File: src/rtl/fp_mul_seq_if.sv
// Operand/result handshake bundle for fp_mul_seq; the slave side is the multiplier.
// dbg_state mirrors the multiplier FSM so external checkers can follow it.
interface fp_mul_seq_if #(
   parameter int EXP_W = 5,
   parameter int MAN_W = 10
);
   localparam int FP_W = 1 + EXP_W + MAN_W;

   // A transfer happens on a rising edge where valid && ready; the producer holds
   // its payload stable from valid rising until that edge, and ready never waits on valid.
   logic            in_valid;
   logic            in_ready;
   logic [FP_W-1:0] in_a;
   logic [FP_W-1:0] in_b;
   logic            out_valid;
   logic            out_ready;
   logic [FP_W-1:0] out_result;
   logic [1:0]      out_exc;
   logic [1:0]      dbg_state;

   modport master (
      output in_valid, in_a, in_b, out_ready,
      input  in_ready, out_valid, out_result, out_exc, dbg_state
   );

   modport slave (
      input  in_valid, in_a, in_b, out_ready,
      output in_ready, out_valid, out_result, out_exc, dbg_state
   );
endinterface

File: src/rtl/fp_mul_seq.sv
// Multi-cycle floating-point multiplier: radix-4 Booth mantissa product, one step per clock.
// Define ROUND_RNE_EN for round-to-nearest-even; otherwise the fraction is truncated.
module fp_mul_seq #(
   parameter int EXP_W = 5,
   parameter int MAN_W = 10
) (
   input  logic        clk,
   input  logic        rst,
   fp_mul_seq_if.slave bus
);
   localparam int FP_W   = 1 + EXP_W + MAN_W;
   localparam int BIAS   = (1 << (EXP_W - 1)) - 1;
   localparam int N_ITER = (MAN_W + 3) / 2;
   localparam int MC_W   = MAN_W + 3;
   localparam int ACC_W  = MAN_W + 5;
   localparam int Q_W    = 2 * N_ITER + 1;
   localparam int LO_W   = Q_W - 1;
   localparam int PROD_W = 2 * MAN_W + 2;
   localparam int HI_W   = PROD_W - LO_W;
   localparam int E_W    = EXP_W + 2;
   localparam int CNT_W  = (N_ITER > 1) ? $clog2(N_ITER) : 1;

   localparam logic signed [E_W-1:0] BIAS_S  = E_W'(BIAS);
   localparam logic signed [E_W-1:0] OVF_LIM = E_W'((1 << EXP_W) - 1);
   localparam logic signed [E_W-1:0] EXP_ONE = E_W'(1);
   localparam logic [FP_W-1:0]       QNAN    = {1'b0, {EXP_W{1'b1}}, 1'b1, {(MAN_W-1){1'b0}}};

   typedef enum logic [1:0] {S_IDLE, S_MUL, S_NORM, S_DONE} state_t;
   typedef enum logic [1:0] {C_NUM, C_ZERO, C_INV} cls_t;

   state_t                  r_state;
   logic [CNT_W-1:0]        r_cnt;
   cls_t                    r_cls;
   logic                    r_sign;
   logic [EXP_W-1:0]        r_ea;
   logic [EXP_W-1:0]        r_eb;
   logic [MC_W-1:0]         r_mcand;
   logic signed [ACC_W-1:0] r_acc;
   logic [Q_W-1:0]          r_q;
   logic [FP_W-1:0]         r_res;
   logic [1:0]              r_res_exc;
   logic                    r_out_valid;
   logic [FP_W-1:0]         r_out_result;
   logic [1:0]              r_out_exc;

   // Operand classification at acceptance
   logic [EXP_W-1:0] w_a_exp, w_b_exp;
   logic [MAN_W-1:0] w_a_frac, w_b_frac;
   logic             w_a_special, w_b_special, w_a_den, w_b_den, w_a_zero, w_b_zero;
   cls_t             w_cls;

   assign w_a_exp     = bus.in_a[FP_W-2 -: EXP_W];
   assign w_b_exp     = bus.in_b[FP_W-2 -: EXP_W];
   assign w_a_frac    = bus.in_a[MAN_W-1:0];
   assign w_b_frac    = bus.in_b[MAN_W-1:0];
   assign w_a_special = &w_a_exp;
   assign w_b_special = &w_b_exp;
   assign w_a_den     = (w_a_exp == '0) && (w_a_frac != '0);
   assign w_b_den     = (w_b_exp == '0) && (w_b_frac != '0);
   assign w_a_zero    = (w_a_exp == '0) && (w_a_frac == '0);
   assign w_b_zero    = (w_b_exp == '0) && (w_b_frac == '0);

   always_comb begin
      w_cls = C_NUM;
      if (w_a_special || w_b_special || w_a_den || w_b_den) w_cls = C_INV;
      else if (w_a_zero || w_b_zero)                         w_cls = C_ZERO;
   end

   // Booth step: r_q[0] holds the previously scanned multiplier bit
   logic signed [ACC_W-1:0] w_m_ext, w_pp, w_sum;
   assign w_m_ext = $signed({{(ACC_W-MC_W){1'b0}}, r_mcand});

   always_comb begin
      w_pp = '0;
      case (r_q[2:0])
         3'b001, 3'b010: w_pp = w_m_ext;
         3'b011:         w_pp = w_m_ext <<< 1;
         3'b100:         w_pp = -(w_m_ext <<< 1);
         3'b101, 3'b110: w_pp = -w_m_ext;
         default:        w_pp = '0;
      endcase
   end

   assign w_sum = r_acc + w_pp;

   // Normalisation of the finished product
   logic [PROD_W-1:0]       w_prod;
   logic                    w_msb;
   logic [MAN_W-1:0]        w_frac_n, w_frac_r;
   logic signed [E_W-1:0]   w_exp_base, w_exp_r;
   logic                    w_unused;

   assign w_prod     = {r_acc[HI_W-1:0], r_q[Q_W-1:1]};
   assign w_msb      = w_prod[PROD_W-1];
   assign w_frac_n   = w_msb ? w_prod[2*MAN_W -: MAN_W] : w_prod[2*MAN_W-1 -: MAN_W];
   assign w_exp_base = $signed({2'b00, r_ea}) + $signed({2'b00, r_eb}) - BIAS_S
                     + $signed({{(E_W-1){1'b0}}, w_msb});

`ifdef ROUND_RNE_EN
   logic             w_guard, w_sticky, w_rnd_up;
   logic [MAN_W:0]   w_frac_inc;

   assign w_guard    = w_msb ? w_prod[MAN_W] : w_prod[MAN_W-1];
   assign w_sticky   = w_msb ? (|w_prod[MAN_W-1:0]) : (|w_prod[MAN_W-2:0]);
   assign w_rnd_up   = w_guard & (w_sticky | w_frac_n[0]);
   assign w_frac_inc = {1'b0, w_frac_n} + {{MAN_W{1'b0}}, w_rnd_up};
   // A carry out of the fraction leaves frac=0 and bumps the exponent
   assign w_frac_r   = w_frac_inc[MAN_W-1:0];
   assign w_exp_r    = w_exp_base + $signed({{(E_W-1){1'b0}}, w_frac_inc[MAN_W]});
   assign w_unused   = &{1'b0, r_acc[ACC_W-1:HI_W], r_q[0]};
`else
   assign w_frac_r   = w_frac_n;
   assign w_exp_r    = w_exp_base;
   assign w_unused   = &{1'b0, r_acc[ACC_W-1:HI_W], r_q[0], w_prod[MAN_W-1:0]};
`endif

   logic [FP_W-1:0] w_res;
   logic [1:0]      w_exc;

   always_comb begin
      w_res = '0;
      w_exc = 2'b00;
      if (r_cls == C_INV) begin
         w_res = QNAN;
         w_exc = 2'b11;
      end else if (r_cls == C_ZERO) begin
         w_res = '0;
         w_exc = 2'b00;
      end else if (w_exp_r >= OVF_LIM) begin
         w_res = {r_sign, {EXP_W{1'b1}}, {MAN_W{1'b0}}};
         w_exc = 2'b01;
      end else if (w_exp_r < EXP_ONE) begin
         w_res = {r_sign, {(FP_W-1){1'b0}}};
         w_exc = 2'b10;
      end else begin
         w_res = {r_sign, w_exp_r[EXP_W-1:0], w_frac_r};
         w_exc = 2'b00;
      end
   end

   always_ff @(posedge clk or posedge rst) begin
      if (rst) begin
         r_state      <= S_IDLE;
         r_cnt        <= '0;
         r_cls        <= C_NUM;
         r_sign       <= 1'b0;
         r_ea         <= '0;
         r_eb         <= '0;
         r_mcand      <= '0;
         r_acc        <= '0;
         r_q          <= '0;
         r_res        <= '0;
         r_res_exc    <= 2'b00;
         r_out_valid  <= 1'b0;
         r_out_result <= '0;
         r_out_exc    <= 2'b00;
      end else begin
         case (r_state)
            S_IDLE: begin
               if (bus.in_valid) begin
                  r_cls   <= w_cls;
                  r_sign  <= bus.in_a[FP_W-1] ^ bus.in_b[FP_W-1];
                  r_ea    <= w_a_exp;
                  r_eb    <= w_b_exp;
                  r_mcand <= {2'b00, 1'b1, w_a_frac};
                  r_acc   <= '0;
                  r_q     <= {{(Q_W-MAN_W-2){1'b0}}, 1'b1, w_b_frac, 1'b0};
                  r_cnt   <= '0;
                  r_state <= S_MUL;
               end
            end
            S_MUL: begin
               r_acc <= w_sum >>> 2;
               r_q   <= {w_sum[1:0], r_q[Q_W-1:2]};
               r_cnt <= r_cnt + 1'b1;
               if (r_cnt == CNT_W'(N_ITER - 1)) r_state <= S_NORM;
            end
            S_NORM: begin
               r_res     <= w_res;
               r_res_exc <= w_exc;
               r_state   <= S_DONE;
            end
            S_DONE: begin
               // First DONE cycle publishes; afterwards hold until the consumer takes it
               if (!r_out_valid) begin
                  r_out_valid  <= 1'b1;
                  r_out_result <= r_res;
                  r_out_exc    <= r_res_exc;
               end else if (bus.out_ready) begin
                  r_out_valid <= 1'b0;
                  r_state     <= S_IDLE;
               end
            end
            default: r_state <= S_IDLE;
         endcase
      end
   end

   assign bus.in_ready   = (r_state == S_IDLE);
   assign bus.out_valid  = r_out_valid;
   assign bus.out_result = r_out_result;
   assign bus.out_exc    = r_out_exc;
   assign bus.dbg_state  = r_state;
endmodule

File: src/flat_wrapper.sv
// flat-port wrapper written by rule: the top's interface ports become plain ports
module fp_mul_seq_flat 
#(
   parameter int EXP_W = 5,
   parameter int MAN_W = 10
)
  (clk, rst, bus_in_valid, bus_in_a, bus_in_b, bus_out_ready, bus_in_ready, bus_out_valid, bus_out_result, bus_out_exc, bus_dbg_state);
  fp_mul_seq_if #(.EXP_W(EXP_W), .MAN_W(MAN_W)) bus_i ();
  input  logic clk;
  input  logic rst;
  input wire logic [$bits(bus_i.in_valid)-1:0] bus_in_valid;
  input wire logic [$bits(bus_i.in_a)-1:0] bus_in_a;
  input wire logic [$bits(bus_i.in_b)-1:0] bus_in_b;
  input wire logic [$bits(bus_i.out_ready)-1:0] bus_out_ready;
  output wire logic [$bits(bus_i.in_ready)-1:0] bus_in_ready;
  output wire logic [$bits(bus_i.out_valid)-1:0] bus_out_valid;
  output wire logic [$bits(bus_i.out_result)-1:0] bus_out_result;
  output wire logic [$bits(bus_i.out_exc)-1:0] bus_out_exc;
  output wire logic [$bits(bus_i.dbg_state)-1:0] bus_dbg_state;
  assign bus_i.in_valid = bus_in_valid;
  assign bus_i.in_a = bus_in_a;
  assign bus_i.in_b = bus_in_b;
  assign bus_i.out_ready = bus_out_ready;
  assign bus_in_ready = bus_i.in_ready;
  assign bus_out_valid = bus_i.out_valid;
  assign bus_out_result = bus_i.out_result;
  assign bus_out_exc = bus_i.out_exc;
  assign bus_dbg_state = bus_i.dbg_state;
  fp_mul_seq #(.EXP_W(EXP_W), .MAN_W(MAN_W)) u_core (.clk(clk), .rst(rst), .bus(bus_i));
endmodule
File: config.mk
export PLATFORM = sky130hd
export DESIGN_NAME = fp_mul_seq_flat
export DESIGN_NICKNAME = d
export VERILOG_FILES = /design/src/rtl/fp_mul_seq_if.sv /design/src/rtl/fp_mul_seq.sv /design/src/flat_wrapper.sv
export SDC_FILE = /design/constraint.sdc
export NUM_CORES = 1
export LEC_CHECK = 0
export ABC_AREA = 1
export CORE_MARGIN = 5
export CORE_UTILIZATION = 52
export DETAILED_ROUTE_END_ITERATION = 8
export PLACE_DENSITY = 0.84
export SYNTH_ARGS = -nofsm -noshare
export SYNTH_HDL_FRONTEND = slang
export SYNTH_SLANG_ARGS = --single-unit
File: constraint.sdc
create_clock -name clk -period 5.3 [get_ports clk]
set_input_delay 1.59 -clock clk [delete_from_list [all_inputs] [get_ports clk]]
set_output_delay 1.59 -clock clk [all_outputs]
set_load 0.01 [all_outputs]
==> flow_metrics.py <==
metrics = {
    "synth": {
        "netlist_area_sq_um": 5522,
        "synth_nets": 784,
        "ys_types": 42,
        "yosysWarnings": 0,
        "ys_seq_elements": 92,
        "synthCells": 718,
        "yosysSeqAreaShare": 0.4169,
        "syn_avg_cell_area_sq_um": 7.690,
    },
    "floorplan": {
        "start_util": 0.5348,
        "core_area_sq_um": 10320,
        "rows": 37,
        "dieArea_sq_um": 12780,
        "die_y_um": 113.0,
        "ios": 58,
        "dieWidth_um": 113.0,
    },
    "timing": {
        "period_share": 0.6568,
        "period_needed_ns": 3.481,
        "slew_violations": 0,
        "holdWs_ns": 0.4852,
        "fin_setup_tns_ns": 0,
        "skew_ns": 0.01352,
        "setup_viol": 0,
        "grt_setup_unrepaired": "false",
        "slew-limit-headroom": 0.4026,
        "tightestPinTransition_ns": 0.8951,
        "hold_viol": 0,
        "max_freq_mhz": 287.3,
    },
    "cells_and_area": {
        "n_fill_cell": 861,
        "seq_area_sq_um": 2302,
        "multi_input_area_sq_um": 2798,
        "diodes": 0,
        "synthToLayoutAreaGrowth_pct": 16.32,
        "final_util": 0.6221,
        "nNetsFinal": 839,
        "drive_gt1_frac": 0.07079,
    },
    "global_route": {
        "grt_usage": 0.2112,
        "grt_max_degree": 54,
        "grt_antenna_before_repair": 0,
        "overflow": 0,
        "grt_pass1_wl_um": 22320,
        "grt_pass1_vias": 4801,
    },
    "placed_design": {
        "hpwl_um": 9772,
        "port_buffers": 57,
        "gp_congestion": 0.8519,
    },
    "routing": {
        "wl_met3_um": 562,
        "m1WireLength_um": 5658,
        "wl_met2_um": 6188,
        "drc": 0,
        "wl_per_cell_um": 13.95,
        "wl_um": 12730,
        "first_pass_iters": 6,
        "highest_layer": "met4",
        "ant_nets": 0,
        "avgViaCountPerCell": 5.439,
        "dr_total_vias": 4966,
        "first_iter_violations": 355,
    },
    "flow_run": {
        "drv_cap": 0,
    },
    "pwr": {
        "switchingPower_mw": 2.147,
        "clockPowerShare": 0.113,
        "comb_power_share": 0.605,
        "seqPwrFrac": 0.282,
        "vdd_drop_max_mv": 0.2665,
        "power.leakage_nw": 3.147,
        "swShare": 0.4906,
        "power.density_nw_per_um2": 681.5,
        "power.internal_mw": 2.230,
    },
    "critical_path": {
        "endpoint_kind": "register",
        "arrival_ns": 3.72,
        "worst_setup_path_start_kind": "register",
        "path_max_fanout": 5,
        "crit_type": "reg2reg",
        "required_ns": 5.54,
    },
    "cts": {
        "clock_latency_ns": 0.38,
        "root_buffer": "clkbuf_8",
        "cts_max_path_buffers": 2,
        "h-tree-depth": 3,
        "cts_hold_buf": 0,
        "clk_pin_slew_ns": 0.09,
        "cts_buffers": 9,
        "cts_tree": "done",
        "ctsResizeCount": 0,
        "cts_sinks": 92,
        "cts_setup_buffers": 0,
    },
    "outcome": {
        "status": "finished, final reports clean",
    },
    "hold_path": {
        "hold_class": "reg2reg",
    },
}
-- per-layer routing --
metal	vias to the layer above	track usage
li1	2475	-
met1	2331	0.2809
met2	138	0.3555
met3	22	0.02193
met4	0	0.08333
met5	-	0
-- worst paths after layout --
kind / from / endpoint / slack (ns) / depth (start not counted)
min in group asynchronous: rst / u_core.bus.out_result[4] / 1.70 / 2
min: u_core.r_res[5] / u_core.r_res[5] / 0.49 / 2
max: u_core.r_mcand[1] / u_core.r_acc[9] / 1.82 / 20
max reg2reg: u_core.r_mcand[1] / u_core.r_acc[9] / 1.82 / 20
min reg2reg: u_core.r_res[5] / u_core.r_res[5] / 0.49 / 2
max in group asynchronous: rst / u_core.r_ea[2] / 2.79 / 3
-- registers in the layout, summed over array words and instances (netlist names) --
name and cells:
u_core.r_res_exc 2, u_core.bus.dbg_state 2, u_core.r_ea 5, u_core.r_res 16, u_core.bus.out_exc 2, u_core.bus.out_valid 1, u_core.r_eb 5, u_core.r_cls 2
u_core.r_acc 13, u_core.bus.out_result 16, u_core.r_q 13, u_core.r_mcand 11, u_core.r_sign 1, u_core.r_cnt 3
-- per-stage QoR --
stage	cell area, sq um	instances	setup slack, ns	power (mW)
floorplan	5522	718	1.318	3.170
global placement	6225	898	1.590	3.720
detailed placement	6225	898	1.458	3.850
CTS	6422	913	1.845	4.359
global route	6422	913	1.522	4.815
finish	6422	913	1.819	4.377
-- synth_stat cells (all sizes together) --
cell type / instances / share of area
nor3: 6 / 0.0063
nand3b: 3 / 0.0041
and3: 1 / 0.0011
o21ai: 74 / 0.067
xnor2: 2 / 0.0032
nand2: 198 / 0.14
clkinv: 3 / 0.0020
xor2: 8 / 0.013
a31oi: 1 / 0.0011
a211oi: 1 / 0.0014
o211ai: 11 / 0.015
nand3: 45 / 0.045
o2111ai: 4 / 0.0063
o21bai: 1 / 0.0014
fa: 2 / 0.0073
a21boi: 1 / 0.0014
o22ai: 8 / 0.0091
ha: 28 / 0.063
nor3b: 1 / 0.0014
a21o: 3 / 0.0041
nor4: 5 / 0.0068
nand4: 5 / 0.0057
o221ai: 1 / 0.0016
dfrtp: 92 / 0.42
a21oi: 34 / 0.031
inv: 93 / 0.063
mux2: 13 / 0.027
nor2: 56 / 0.042
a22oi: 1 / 0.0014
buf: 2 / 0.0016
or2: 1 / 0.0011
clkbuf: 14 / 0.0095
-- critical path, stage by stage, from the launching register on --
cell,delay [ns]
dfrtp_1,0.40
inv_1,0.14
ha_1,0.20
nand2_1,0.07
nor2_2,0.11
nand3_1,0.12
nor2_1,0.17
nand2_1,0.10
xor2_1,0.16
nand2_1,0.06
o21ai_0,0.08
a21oi_1,0.13
o21ai_0,0.17
ha_1,0.38
a21o_1,0.20
nor2_1,0.16
nand3_1,0.17
nand2_1,0.09
nand3_1,0.08
o21ai_0,0.23
o21ai_0,0.12
-- logic make-up after synthesis --
kind of cell	synth area share
and+or+nand+nor	0.2531
AOI/OAI and AO/OA	0.1405
buffers and inverters	0.07636
DFF	0.4170
adders and majority gates	0.07070
muxes	0.02651
xor gates and xnor gates	0.01586
-- power by group through the flow --
stage,Sequential [mW],Combinational (mW),Clock [mW]
global route,1.28,3.01,0.523
global placement,1.23,2.49,0
detailed placement,1.25,2.60,0
CTS,1.23,2.63,0.493
floorplan,1.21,1.96,0
finish,1.24,2.65,0.494
-- cell type report --
class                   count  share of cell area
multi-input cells         514              0.4356
well taps                 136             0.02650
clock inverters             4            0.008767
clock buffers              11             0.02201
repair buffers             60             0.09234
flip-flops and latches     92              0.3585
inverters                  96             0.05630
-- placed cells by master, fill, tap and decap left out, types with 7 or more instances in the layout --
master,count
nand2_1,190
dfrtp_1,92
inv_1,89
o21ai_0,72
clkdlybuf4s50_1,57
nor2_1,51
nand3_1,40
a21oi_1,34
ha_1,28
mux2_2,13
o211ai_1,11
clkbuf_8,10
o22ai_1,8
xor2_1,8
nand2_2,7
(Power assumes the default switching activity.)
